[config.mk]
export PLATFORM = sky130hd
export DESIGN_NAME = store_narrow_flat
export DESIGN_NICKNAME = d
export VERILOG_FILES = /design/src/rtl/store_narrow_if.sv /design/src/rtl/store_narrow.sv /design/src/flat_wrapper.sv
export SDC_FILE = /design/constraint.sdc
export NUM_CORES = 1
export LEC_CHECK = 0
export CORE_UTILIZATION = 35
export CTS_CLUSTER_SIZE = 28
export DETAILED_ROUTE_END_ITERATION = 16
export PLACE_DENSITY = 0.74
export SLEW_MARGIN = 20
export SYNTH_ARGS = -nofsm -noshare
export SYNTH_HDL_FRONTEND = slang
export SYNTH_SLANG_ARGS = --single-unit
export TNS_END_PERCENT = 5
[constraint.sdc]
create_clock -name clk -period 1.85 [get_ports clk]
set_input_delay 0.2775 -clock clk [delete_from_list [all_inputs] [get_ports clk]]
set_output_delay 0.2775 -clock clk [all_outputs]
set_load 0.05 [all_outputs]
[src/rtl/store_narrow_if.sv]
// Store request channel and 16-bit memory write channel.
// The master side is the core/memory environment; the slave side is the narrowing unit.
interface store_narrow_if;
    logic        req_valid;
    logic        req_ready;
    logic [31:0] req_addr;
    logic [31:0] req_wdata;
    logic [1:0]  req_size;

    logic        mem_valid;
    logic        mem_ready;
    logic [31:0] mem_addr;
    logic [15:0] mem_wdata;
    logic [1:0]  mem_be;

    modport master (
        output req_valid, req_addr, req_wdata, req_size, mem_ready,
        input  req_ready, mem_valid, mem_addr, mem_wdata, mem_be
    );

    modport slave (
        input  req_valid, req_addr, req_wdata, req_size, mem_ready,
        output req_ready, mem_valid, mem_addr, mem_wdata, mem_be
    );
endinterface

[src/rtl/store_narrow.sv]
// Store-path narrowing: splits a 32-bit byte/half/word store into one or two
// 16-bit write beats with byte strobes. Misaligned or illegal-size stores are
// rejected with a one-cycle err pulse and never reach memory.
//
// state | meaning
// ------+-------------------------------------------------------------
// IDLE  | ready for a request; err/done pulses are visible here
// BEAT0 | first (or only) beat presented, waiting for mem_ready
// BEAT1 | upper halfword of a word store presented, waiting for mem_ready
module store_narrow (
    input  logic          clk,
    input  logic          rst_n,
    store_narrow_if.slave bus,
    output logic          done,
    output logic          err,
    output logic          busy
);

    typedef enum logic [1:0] {
        IDLE  = 2'd0,
        BEAT0 = 2'd1,
        BEAT1 = 2'd2
    } state_t;

    state_t      state_q, state_d;
    logic        mem_valid_q, mem_valid_d;
    logic [31:0] mem_addr_q, mem_addr_d;
    logic [15:0] mem_wdata_q, mem_wdata_d;
    logic [1:0]  mem_be_q, mem_be_d;
    logic        done_q, done_d;
    logic        err_q, err_d;
    logic        busy_q, busy_d;
    logic        word_q, word_d;
    logic [15:0] hi_q, hi_d;
    logic        reject;

    // Size/alignment legality of the request currently on the bus.
    always_comb begin
        reject = 1'b0;
        unique case (bus.req_size)
            2'b00:   reject = 1'b0;
            2'b01:   reject = bus.req_addr[0];
            2'b10:   reject = (bus.req_addr[1:0] != 2'b00);
            default: reject = 1'b1;
        endcase
    end

    // Next-state and next-output decode; every output is registered below.
    always_comb begin
        state_d     = state_q;
        mem_valid_d = mem_valid_q;
        mem_addr_d  = mem_addr_q;
        mem_wdata_d = mem_wdata_q;
        mem_be_d    = mem_be_q;
        word_d      = word_q;
        hi_d        = hi_q;
        done_d      = 1'b0;
        err_d       = 1'b0;

        unique case (state_q)
            IDLE: begin
                if (bus.req_valid) begin
                    if (reject) begin
                        err_d = 1'b1;
                    end else begin
                        state_d     = BEAT0;
                        mem_valid_d = 1'b1;
                        word_d      = (bus.req_size == 2'b10);
                        // Upper halfword is kept so later req_* changes cannot affect BEAT1.
                        hi_d        = bus.req_wdata[31:16];
                        if (bus.req_size == 2'b00) begin
                            // Byte lane is replicated; the strobe selects the live lane.
                            mem_addr_d  = {bus.req_addr[31:1], 1'b0};
                            mem_wdata_d = {bus.req_wdata[7:0], bus.req_wdata[7:0]};
                            mem_be_d    = bus.req_addr[0] ? 2'b10 : 2'b01;
                        end else begin
                            mem_addr_d  = bus.req_addr;
                            mem_wdata_d = bus.req_wdata[15:0];
                            mem_be_d    = 2'b11;
                        end
                    end
                end
            end
            BEAT0: begin
                if (bus.mem_ready) begin
                    if (word_q) begin
                        state_d     = BEAT1;
                        mem_addr_d  = mem_addr_q + 32'd2;
                        mem_wdata_d = hi_q;
                        mem_be_d    = 2'b11;
                    end else begin
                        state_d     = IDLE;
                        mem_valid_d = 1'b0;
                        done_d      = 1'b1;
                    end
                end
            end
            BEAT1: begin
                if (bus.mem_ready) begin
                    state_d     = IDLE;
                    mem_valid_d = 1'b0;
                    done_d      = 1'b1;
                end
            end
            default: begin
                state_d     = IDLE;
                mem_valid_d = 1'b0;
            end
        endcase

        busy_d = (state_d != IDLE);
    end

    // State and registered outputs; reset abandons any pending beat.
    always_ff @(posedge clk or negedge rst_n) begin
        if (!rst_n) begin
            state_q     <= IDLE;
            mem_valid_q <= 1'b0;
            mem_addr_q  <= 32'd0;
            mem_wdata_q <= 16'd0;
            mem_be_q    <= 2'b00;
            done_q      <= 1'b0;
            err_q       <= 1'b0;
            busy_q      <= 1'b0;
            word_q      <= 1'b0;
            hi_q        <= 16'd0;
        end else begin
            state_q     <= state_d;
            mem_valid_q <= mem_valid_d;
            mem_addr_q  <= mem_addr_d;
            mem_wdata_q <= mem_wdata_d;
            mem_be_q    <= mem_be_d;
            done_q      <= done_d;
            err_q       <= err_d;
            busy_q      <= busy_d;
            word_q      <= word_d;
            hi_q        <= hi_d;
        end
    end

    assign bus.req_ready = (state_q == IDLE);
    assign bus.mem_valid = mem_valid_q;
    assign bus.mem_addr  = mem_addr_q;
    assign bus.mem_wdata = mem_wdata_q;
    assign bus.mem_be    = mem_be_q;
    assign done          = done_q;
    assign err           = err_q;
    assign busy          = busy_q;

endmodule
[src/flat_wrapper.sv]
// flat-port wrapper written by rule: the top's interface ports become plain ports
module store_narrow_flat 
  (clk, rst_n, done, err, busy, bus_req_valid, bus_req_addr, bus_req_wdata, bus_req_size, bus_mem_ready, bus_req_ready, bus_mem_valid, bus_mem_addr, bus_mem_wdata, bus_mem_be);
  store_narrow_if bus_i ();
  input  logic clk;
  input  logic rst_n;
  output logic done;
  output logic err;
  output logic busy;
  input wire logic [$bits(bus_i.req_valid)-1:0] bus_req_valid;
  input wire logic [$bits(bus_i.req_addr)-1:0] bus_req_addr;
  input wire logic [$bits(bus_i.req_wdata)-1:0] bus_req_wdata;
  input wire logic [$bits(bus_i.req_size)-1:0] bus_req_size;
  input wire logic [$bits(bus_i.mem_ready)-1:0] bus_mem_ready;
  output wire logic [$bits(bus_i.req_ready)-1:0] bus_req_ready;
  output wire logic [$bits(bus_i.mem_valid)-1:0] bus_mem_valid;
  output wire logic [$bits(bus_i.mem_addr)-1:0] bus_mem_addr;
  output wire logic [$bits(bus_i.mem_wdata)-1:0] bus_mem_wdata;
  output wire logic [$bits(bus_i.mem_be)-1:0] bus_mem_be;
  assign bus_i.req_valid = bus_req_valid;
  assign bus_i.req_addr = bus_req_addr;
  assign bus_i.req_wdata = bus_req_wdata;
  assign bus_i.req_size = bus_req_size;
  assign bus_i.mem_ready = bus_mem_ready;
  assign bus_req_ready = bus_i.req_ready;
  assign bus_mem_valid = bus_i.mem_valid;
  assign bus_mem_addr = bus_i.mem_addr;
  assign bus_mem_wdata = bus_i.mem_wdata;
  assign bus_mem_be = bus_i.mem_be;
  store_narrow u_core (.clk(clk), .rst_n(rst_n), .bus(bus_i), .done(done), .err(err), .busy(busy));
endmodule
==> summary.txt, run 1 <==
Pwr
  – Logic pwr share: between 60 and 70%
  – Total leakage power: around 2.7 nW
  – Power share of the sequential group: roughly a quarter
  – Power per cell area: 1960 nW/um^2
  – Clock network fraction of design power: about a tenth
  – Worst voltage drop across the vdd grid: ~0.92 mV
  – Sw frac: about half
  – Total design power: 12.1 mW
  – Power spent charging and discharging nets: roughly 5.9 mW
  – Int Pwr: about 6.2 mW

Critical path
  – Critical Path Fanout Max: 5
  – Reg2reg end: u_core.bus.mem_addr[27]
  – Kind of end point of the critical path: flip-flop
  – Path type of the worst setup path: flip-flop to flip-flop
  – Origin of the critical flop-to-flop path: u_core.bus.mem_addr[1]
  – Startpoint class of the critical path: flip-flop
  – Critical path required time: between 2 and 2.5 ns
  – Reg2Reg Setup Slack: 0.01 ns
  – Worst reg2reg path depth: 8
  – Crit path DAT: 2.13 ns

Placed design
  – Post-Place Cells: 732
  – Quantity of I/O buffers inserted on ports: 124
  – Final weighted congestion of routability-driven global placement: approximately 0.86
  – Hpwl dp: roughly 9.1 mm
  – Post-placement cell area: between 5000 and 6000 um^2
  – Worst slack after detailed placement: -0.487 ns

STA
  – Total count of hold-check failures in the final report: 0
  – Slew at the pin with the worst max-slew slack: around 0.54 ns
  – Fraction of the cycle the final worst path needs: 99.2%
  – Number of max-slew violations in the final report: 0
  – Relative max-transition margin: 64.1%
  – Fmax: 545 MHz
  – Total Neg Setup Slack: 0 ns
  – Period minus WS final: between 1.5 and 2 ns
  – Final setup violating endpoints: 0
  – Final Hold Slack: roughly 0.35 ns
  – Worst-case clock skew: between 0.01 and 0.015 ns
  – Final setup margin: around 0.014 ns
  – RSZ-0062 raised after global routing: yes

Logic synthesis
  – Mean post-synth cell area: 9.26 um^2
  – Netlist area before placement: between 3000 and 4000 um^2
  – Number of enable flip-flop cells after synthesis: 0
  – Count of unique library cells instantiated by Yosys: 51
  – Post-synthesis sequential area ratio: between 40% and 50%
  – Gate count after technology mapping: between 400 and 500
  – Synth Net Count: ~500
  – Leading area contributor after synthesis: sky130_fd_sc_hd__dfrtp_1
  – Warnings, synthesis: 0
  – Area share of the leading cell type in the synthesized netlist: between 40% and 50%
  – Top cells by area, synth: sky130_fd_sc_hd__dfrtp_1, sky130_fd_sc_hd__o21ai_0, sky130_fd_sc_hd__a21oi_1
  – Main synth FF type: sky130_fd_sc_hd__dfrtp_1
  – Post-synthesis register bit count: 73
  – Synth async-reset ratio: 100%

CTS
  – Total number of H-tree levels: 3
  – Max Root-Sink Buffers: 2
  – TritonCTS clock tree: yes
  – Clock input transition at the sequential cells of the worst setup and hold paths: approximately 0.09 ns
  – Number of buffers added by the clock tree synthesis step: 9
  – # clock sinks: 73
  – Clock root buffer master: sky130_fd_sc_hd__clkbuf_8
  – Clock latency reported for the late side of the worst-skew pair: 0.35 ns

Cells and area
  – Multi-input gate area in the final layout: ~2100 um^2
  – Combined flip-flop and latch cell area: 1850 um^2
  – Area growth syn-to-layout: 57.8%
  – Final net count: around 680
  – Antenna diodes: 0
  – Count of placed standard cells in the final layout, fillers left out: 753
  – Share of layout cells above drive strength 1: between 30% and 40%
  – Final core utilization: a little under three fifths
  – Layout fillers: 966
  – Finished layout cell area: approximately 6200 um^2

Routing
  – Post-detailed-route wirelength per cell: about 17 um
  – M1 wire length: around 5.3 mm
  – WL final: approximately 13 mm
  – DRT iter0 DRCs: 215
  – Number of vias in the routed layout: about 4100
  – Count of nets left with antenna violations after detail routing: 0
  – Final routed DRC violation total: 0
  – Number of search-and-repair iterations in the first detailed-routing pass: 4
  – Routed length on met3: ~970 um
  – Wire length on met2: 5.97 mm
  – Highest routed layer: met4
  – Vias per cell: between 5 and 6

Global route
  – Sum of overflow across all layers after global routing: 0
  – Initial antenna violation count: 0
  – Vias in the first global route: 4010
  – Combined global-route utilization of all metal layers: between 20% and 30%
  – First-pass GRT wire length: approximately 20 mm
  – Maximum number of pins on one net before global-route repair: between 70 and 80

Floorplan
  – Starting utilization of the core area: a little over a third
  – Placeable core region: 10800 um^2
  – I/O pin cnt: around 130
  – Vert. Die Dim: between 100 and 150 um
  – Die width: around 110 um
  – Count of standard-cell rows: 38
  – Area enclosed by the die boundary: 11600 um^2

Min path
  – Number of instances on the worst hold path: 4
  – Hold wc startpoint: bus_req_valid
  – Hold EP: u_core.err
  – Path category of the worst min-delay check: input port to flip-flop

Flow run
  – Max-capacitance violation count: 0

Outcome
  – Outcome: completed
logic make-up (layout without fill, tap and decap cells):
kind of cell,after synthesis,count (layout),share of synthesized area (%)
fa+ha+maj,6,6,1.92
buf+inv,34,225,3.49
mux,27,27,7.43
compound gates,140,140,21.7
flops,73,73,46.8
simple gates,142,142,18.7
cells in the final DEF, fill, tap and decap left out, drive strengths merged, types with 4 or more instances in the layout:
cell type,count
buf,113
dfrtp,73
nor3,16
clkbuf,9
a21oi,37
a31o,5
clkdlybuf4s50,77
and3,7
nand2,42
ha,6
nand3,16
nand2b,4
mux2,16
o21ai,47
nor2,21
dlymetal6s2s,7
a31oi,4
nand4,9
inv,9
o22ai,19
mux2i,11
nor4,9
and4,5
what timing repair did:
item | 4_1_cts | 5_1_grt
hold buffers | 1 | 0
setup buffers | 0 | 4
setup endpoints to repair | 39 | 48
pin swaps | 0 | 9
gates resized for setup | 11 | 44
hold endpoints to repair | 73 | 0
area by class of cell:
class	count	share of cell area, %
Clock inverter	7	1.16
Inverter	9	0.548
Multi-Input combinational cell	315	34.1
Timing Repair Buffer	200	29.4
Clock buffer	9	2.01
Tap cell	140	2.84
Sequential cell	73	30.0
critical path, cell delays in order, from the launching register on:
cell and delay [ns]:
sky130_fd_sc_hd__dfrtp_2 0.40, sky130_fd_sc_hd__ha_1 0.20, sky130_fd_sc_hd__nand3_2 0.10, sky130_fd_sc_hd__buf_4 0.15
sky130_fd_sc_hd__nor4_2 0.13, sky130_fd_sc_hd__buf_4 0.17, sky130_fd_sc_hd__nand4_1 0.12, sky130_fd_sc_hd__or4_1 0.42
sky130_fd_sc_hd__nand3_1 0.08
power groups by stage:
| stage | registers, mW | clock network, mW | logic (mW) |
|---|---|---|---|
| 3_5_place_dp | 3.01 | 0 | 7.42 |
| 2_1_floorplan | 4.90 | 0 | 2.67 |
| 5_1_grt | 3.11 | 1.37 | 8.32 |
| 3_3_place_gp | 2.98 | 0 | 7.29 |
| 4_1_cts | 3.00 | 1.31 | 7.51 |
| 6_report | 3.00 | 1.28 | 7.78 |
synth_stat cells, drive strengths merged (4+ instances only):
library cell / instances
mux2: 16
o21ai: 47
a31o: 5
and4: 5
o22ai: 19
inv: 9
buf: 4
nand2b: 4
nand4: 9
nor2: 21
a21oi: 37
clkbuf: 21
a31oi: 4
nand2: 42
dfrtp: 73
and3: 7
ha: 6
nand3: 16
nor3: 16
nor4: 9
mux2i: 11
sequential cells by signal (all words and copies together), names as in the netlist:
register,cells
u_core.bus.mem_wdata,16
u_core.err,1
u_core.hi_q,16
u_core.word_q,1
u_core.done,1
u_core.bus.mem_addr,32
u_core.bus.mem_valid,1
u_core.bus.mem_be,2
u_core.busy,1
u_core.state_q,2
worst max-delay path by stage:
stage | startpoint | slack (ns) | end
global placement | bus_req_size[0] | -0.46 | u_core.bus.mem_addr[16]
CTS | bus_req_size[1] | -0.001 | u_core.bus.mem_addr[27]
detailed placement | bus_req_size[0] | -0.49 | u_core.bus.mem_addr[5]
finish | u_core.bus.mem_addr[1] | 0.01 | u_core.bus.mem_addr[27]
global route | u_core.bus.mem_addr[4] | -0.07 | u_core.bus.mem_addr[14]
floorplan | u_core.state_q[1] | -0.14 | u_core.bus.mem_addr[27]
routing by layer:
| layer | global-route usage (%) | vias to the layer above |
|---|---|---|
| met5 | 0 | - |
| met4 | 9.30 | 0 |
| met3 | 5.33 | 26 |
| met2 | 36.7 | 158 |
| met1 | 27.6 | 1946 |
| li1 | - | 1962 |
Power figures use the tool's default switching activity.
==> run 2, diff against run 1 <==
--- a/config.mk
+++ b/config.mk
@@ -8,7 +8,7 @@
 export CORE_UTILIZATION = 35
 export CTS_CLUSTER_SIZE = 28
 export DETAILED_ROUTE_END_ITERATION = 16
-export PLACE_DENSITY = 0.74
+export PLACE_DENSITY = 0.73
 export SLEW_MARGIN = 20
 export SYNTH_ARGS = -nofsm -noshare
 export SYNTH_HDL_FRONTEND = slang
==> run 2 against run 1 <==
  * The flow now finishes with violations (negative setup slack)
  * Clock power is 20% higher
  * Critical path type unchanged
  * Critical path depth is 3 lower
  * Setup slack worse by 0.11 ns
  * Clock skew is 0.0024 ns lower
  * Sequential cell count stayed put
==> summary.txt, run 2 (synthesis gave the netlist of run 1 again) <==
Critical path
  – Critical path required time: 2.08 ns (-0.06 ns)
  – Worst reg2reg path depth: 5 (-3)
  – Number of stages on the worst setup path: 5 (-3)
  – Crit path DAT: 2.18 ns (+0.05 ns)
  – Slowest stage delay, CP: 0.64 ns (+0.22 ns)
  – Kind of end point of the critical path: flip-flop
  – Startpoint class of the critical path: flip-flop
  – Kind of cell adding the most delay to the critical path: simple AND/OR/NAND/NOR gates
  – Critical path, cell by cell: nand3_2 > or4_4 > nor4b_4 > and3_1 > nor3_2
  – Total buffers and inverters traversed by the critical path: 0 (-2)
  – Path type of the worst setup path: flip-flop to flip-flop
  – Critical Path Fanout Max: 6 (+1)
  – Max stage delay cell, worst path: sky130_fd_sc_hd__or4_4

STA
  – Worst-case clock skew: 0.0104 ns (-0.00240 ns)
  – Slew at the pin with the worst max-slew slack: 0.533 ns (-0.00408 ns)
  – Fmax: 515 MHz (-5.5%)
  – Fraction of the cycle the final worst path needs: 105% (+5.8 points)
  – Final setup margin: -0.0926 ns (-0.107 ns)
  – Number of max-slew violations in the final report: 0 (unchanged)
  – Total count of hold-check failures in the final report: 0 (unchanged)
  – Relative max-transition margin: 64.4% (+0.27 points)
  – RSZ-0062 raised after global routing: yes
  – Period minus WS final: 1.94 ns (+0.107 ns)
  – Final setup violating endpoints: 5 (+5)

Flow run
  – Max-capacitance violation count: 0 (unchanged)

Placed design
  – Hpwl dp: 9.40 mm (+3.0%)
  – Worst slack after detailed placement: -0.473 ns (+0.0141 ns)
  – Post-placement cell area: 5830 um^2 (+0.82%)
  – Quantity of I/O buffers inserted on ports: 124 (unchanged)
  – Final weighted congestion of routability-driven global placement: 0.887 (+3.1%)

Routing
  – Count of nets left with antenna violations after detail routing: 0 (unchanged)
  – WL final: 12.8 mm (+2.1%)
  – Vias per cell: 5.54 (+2.0%)
  – Post-detailed-route wirelength per cell: 16.8 um (+1.2%)
  – Number of search-and-repair iterations in the first detailed-routing pass: 5 (+1)
  – Final routed DRC violation total: 0 (unchanged)
  – Number of vias in the routed layout: 4214 (+3.0%)
  – DRT iter0 DRCs: 179 (-17%)

Pwr
  – Worst voltage drop across the vdd grid: 0.938 mV (+1.6%)
  – Power per cell area: 1960 nW/um^2 (about the same)
  – Total design power: 12.3 mW (+2.3%)
  – Total leakage power: 2.77 nW (+2.5%)

CTS
  – TritonCTS clock tree: yes
  – Clock latency reported for the late side of the worst-skew pair: 0.35 ns (about the same)
  – Total number of H-tree levels: 3 (unchanged)
  – Max Root-Sink Buffers: 2 (unchanged)
  – Clock root buffer master: sky130_fd_sc_hd__clkbuf_8
  – # clock sinks: 73 (unchanged)
  – Clock input transition at the sequential cells of the worst setup and hold paths: 0.08 ns (about the same)
  – Number of buffers added by the clock tree synthesis step: 9 (unchanged)

Global route
  – Vias in the first global route: 4115 (+2.6%)
  – Sum of overflow across all layers after global routing: 0 (unchanged)
  – Maximum number of pins on one net before global-route repair: 74 (unchanged)
  – Initial antenna violation count: 0 (unchanged)
  – First-pass GRT wire length: 20.1 mm (+0.56%)
  – Combined global-route utilization of all metal layers: 22.3% (+0.12 points)

Floorplan
  – Area enclosed by the die boundary: 11600 um^2 (unchanged)
  – Vert. Die Dim: 108 um (unchanged)
  – Placeable core region: 10800 um^2 (unchanged)
  – Starting utilization of the core area: 36.0% (unchanged)
  – I/O pin cnt: 125 (unchanged)
  – Die width: 108 um (unchanged)
  – Count of standard-cell rows: 38 (unchanged)

Outcome
  – Violations in the final reports: negative setup slack
  – Outcome: complete, but fails checks

Cells and area
  – Finished layout cell area: 6300 um^2 (+2.3%)
  – Commonest cells after routing, fill and taps aside: sky130_fd_sc_hd__buf_4, sky130_fd_sc_hd__clkdlybuf4s50_1, sky130_fd_sc_hd__dfrtp_1, sky130_fd_sc_hd__nand2_1
  – Antenna diodes: 0 (unchanged)
  – Share of layout cells above drive strength 1: 33.5% (+0.60 points)
  – Final net count: 691 (+1.0%)
  – Layout fillers: 976 (+1.0%)
  – Flip-flop count of the largest register, all copies and words added: 32 (unchanged)
  – Leading cell type in the layout, fill and taps excluded: sky130_fd_sc_hd__buf_4
  – Area growth syn-to-layout: 61.4%

Min path
  – Path category of the worst min-delay check: flip-flop to flip-flop
  – Number of instances on the worst hold path: 2 (-2)
-- run 2: cell count changes in the layout (fill, tap and decap cells not counted), sizes merged, moves of 2 or more --
cell	before	now
clkinv	3	1
dlygate4sd2	2	7
bufinv	1	3
buf	113	115
clkinvlp	3	1
-- run 2: final timing paths --
kind	end	slack (ns)	start
setup / recovery	u_core.bus.mem_addr[29]	-0.09	u_core.bus.mem_addr[5]
max in group asynchronous	u_core.bus.mem_addr[17]	1.02	rst_n
min in group asynchronous	u_core.bus.mem_addr[22]	0.51	rst_n
hold / removal	u_core.bus.mem_wdata[14]	0.48	u_core.bus.mem_wdata[14]
setup reg to reg	u_core.bus.mem_addr[29]	-0.09	u_core.bus.mem_addr[5]
hold reg to reg	u_core.bus.mem_wdata[14]	0.48	u_core.bus.mem_wdata[14]
-- run 2: worst reg2reg max path: cells and delay by family (launching register included) --
family	cells	cell delay (ns)
flip-flops	1	0.38
AND/OR/NAND/NOR	5	1.45
-- run 2: per-stage QoR --
step	std cells	util [%]	setup TNS, ns	hold WS, ns
global route	760	58.1	-0.762	0.526
finish	760	58.1	-0.160	0.482
detailed placement	740	53.8	-19.92	0.349
floorplan	422	-	-1.65	-0.0181
CTS	758	56.6	-0.204	0.487
global placement	740	53.8	-15.81	0.341
-- run 2: power breakdown --
part | switching (mW) | total [mW] | internal, mW
clock | 0.633 | 1.54 | 0.904
combinational | 4.65 | 7.75 | 3.11
sequential | 0.633 | 3.05 | 2.41
total | 5.91 | 12.3 | 6.42
-- run 2: final cells by class --
type                       count  area (um^2)  area share, %
multi-input combinational    315         2150           34.1
clock buffer                  10          128           2.02
tap                          140          175           2.78
timing repair buffer         207         1860           29.4
clock inverter                 6          115           1.83
inverter                       9         33.8          0.536
sequential                    73         1850           29.3
-- run 2: timing repair --
action,CTS,global route
hold endpoints to repair,73,0
resized for setup,16,44
setup endpoints to repair,22,36
buffers inserted,1,2
pin swaps,0,12
hold buffers,1,0
-- run 2: metal layers --
metal	part of all wire [%]	up-vias	global-route usage, %
li1	-	1968	-
met3	9.0	26	5.27
met5	0	-	0
met1	40	2025	27.8
met4	2.3	0	7.83
met2	48	195	37.6
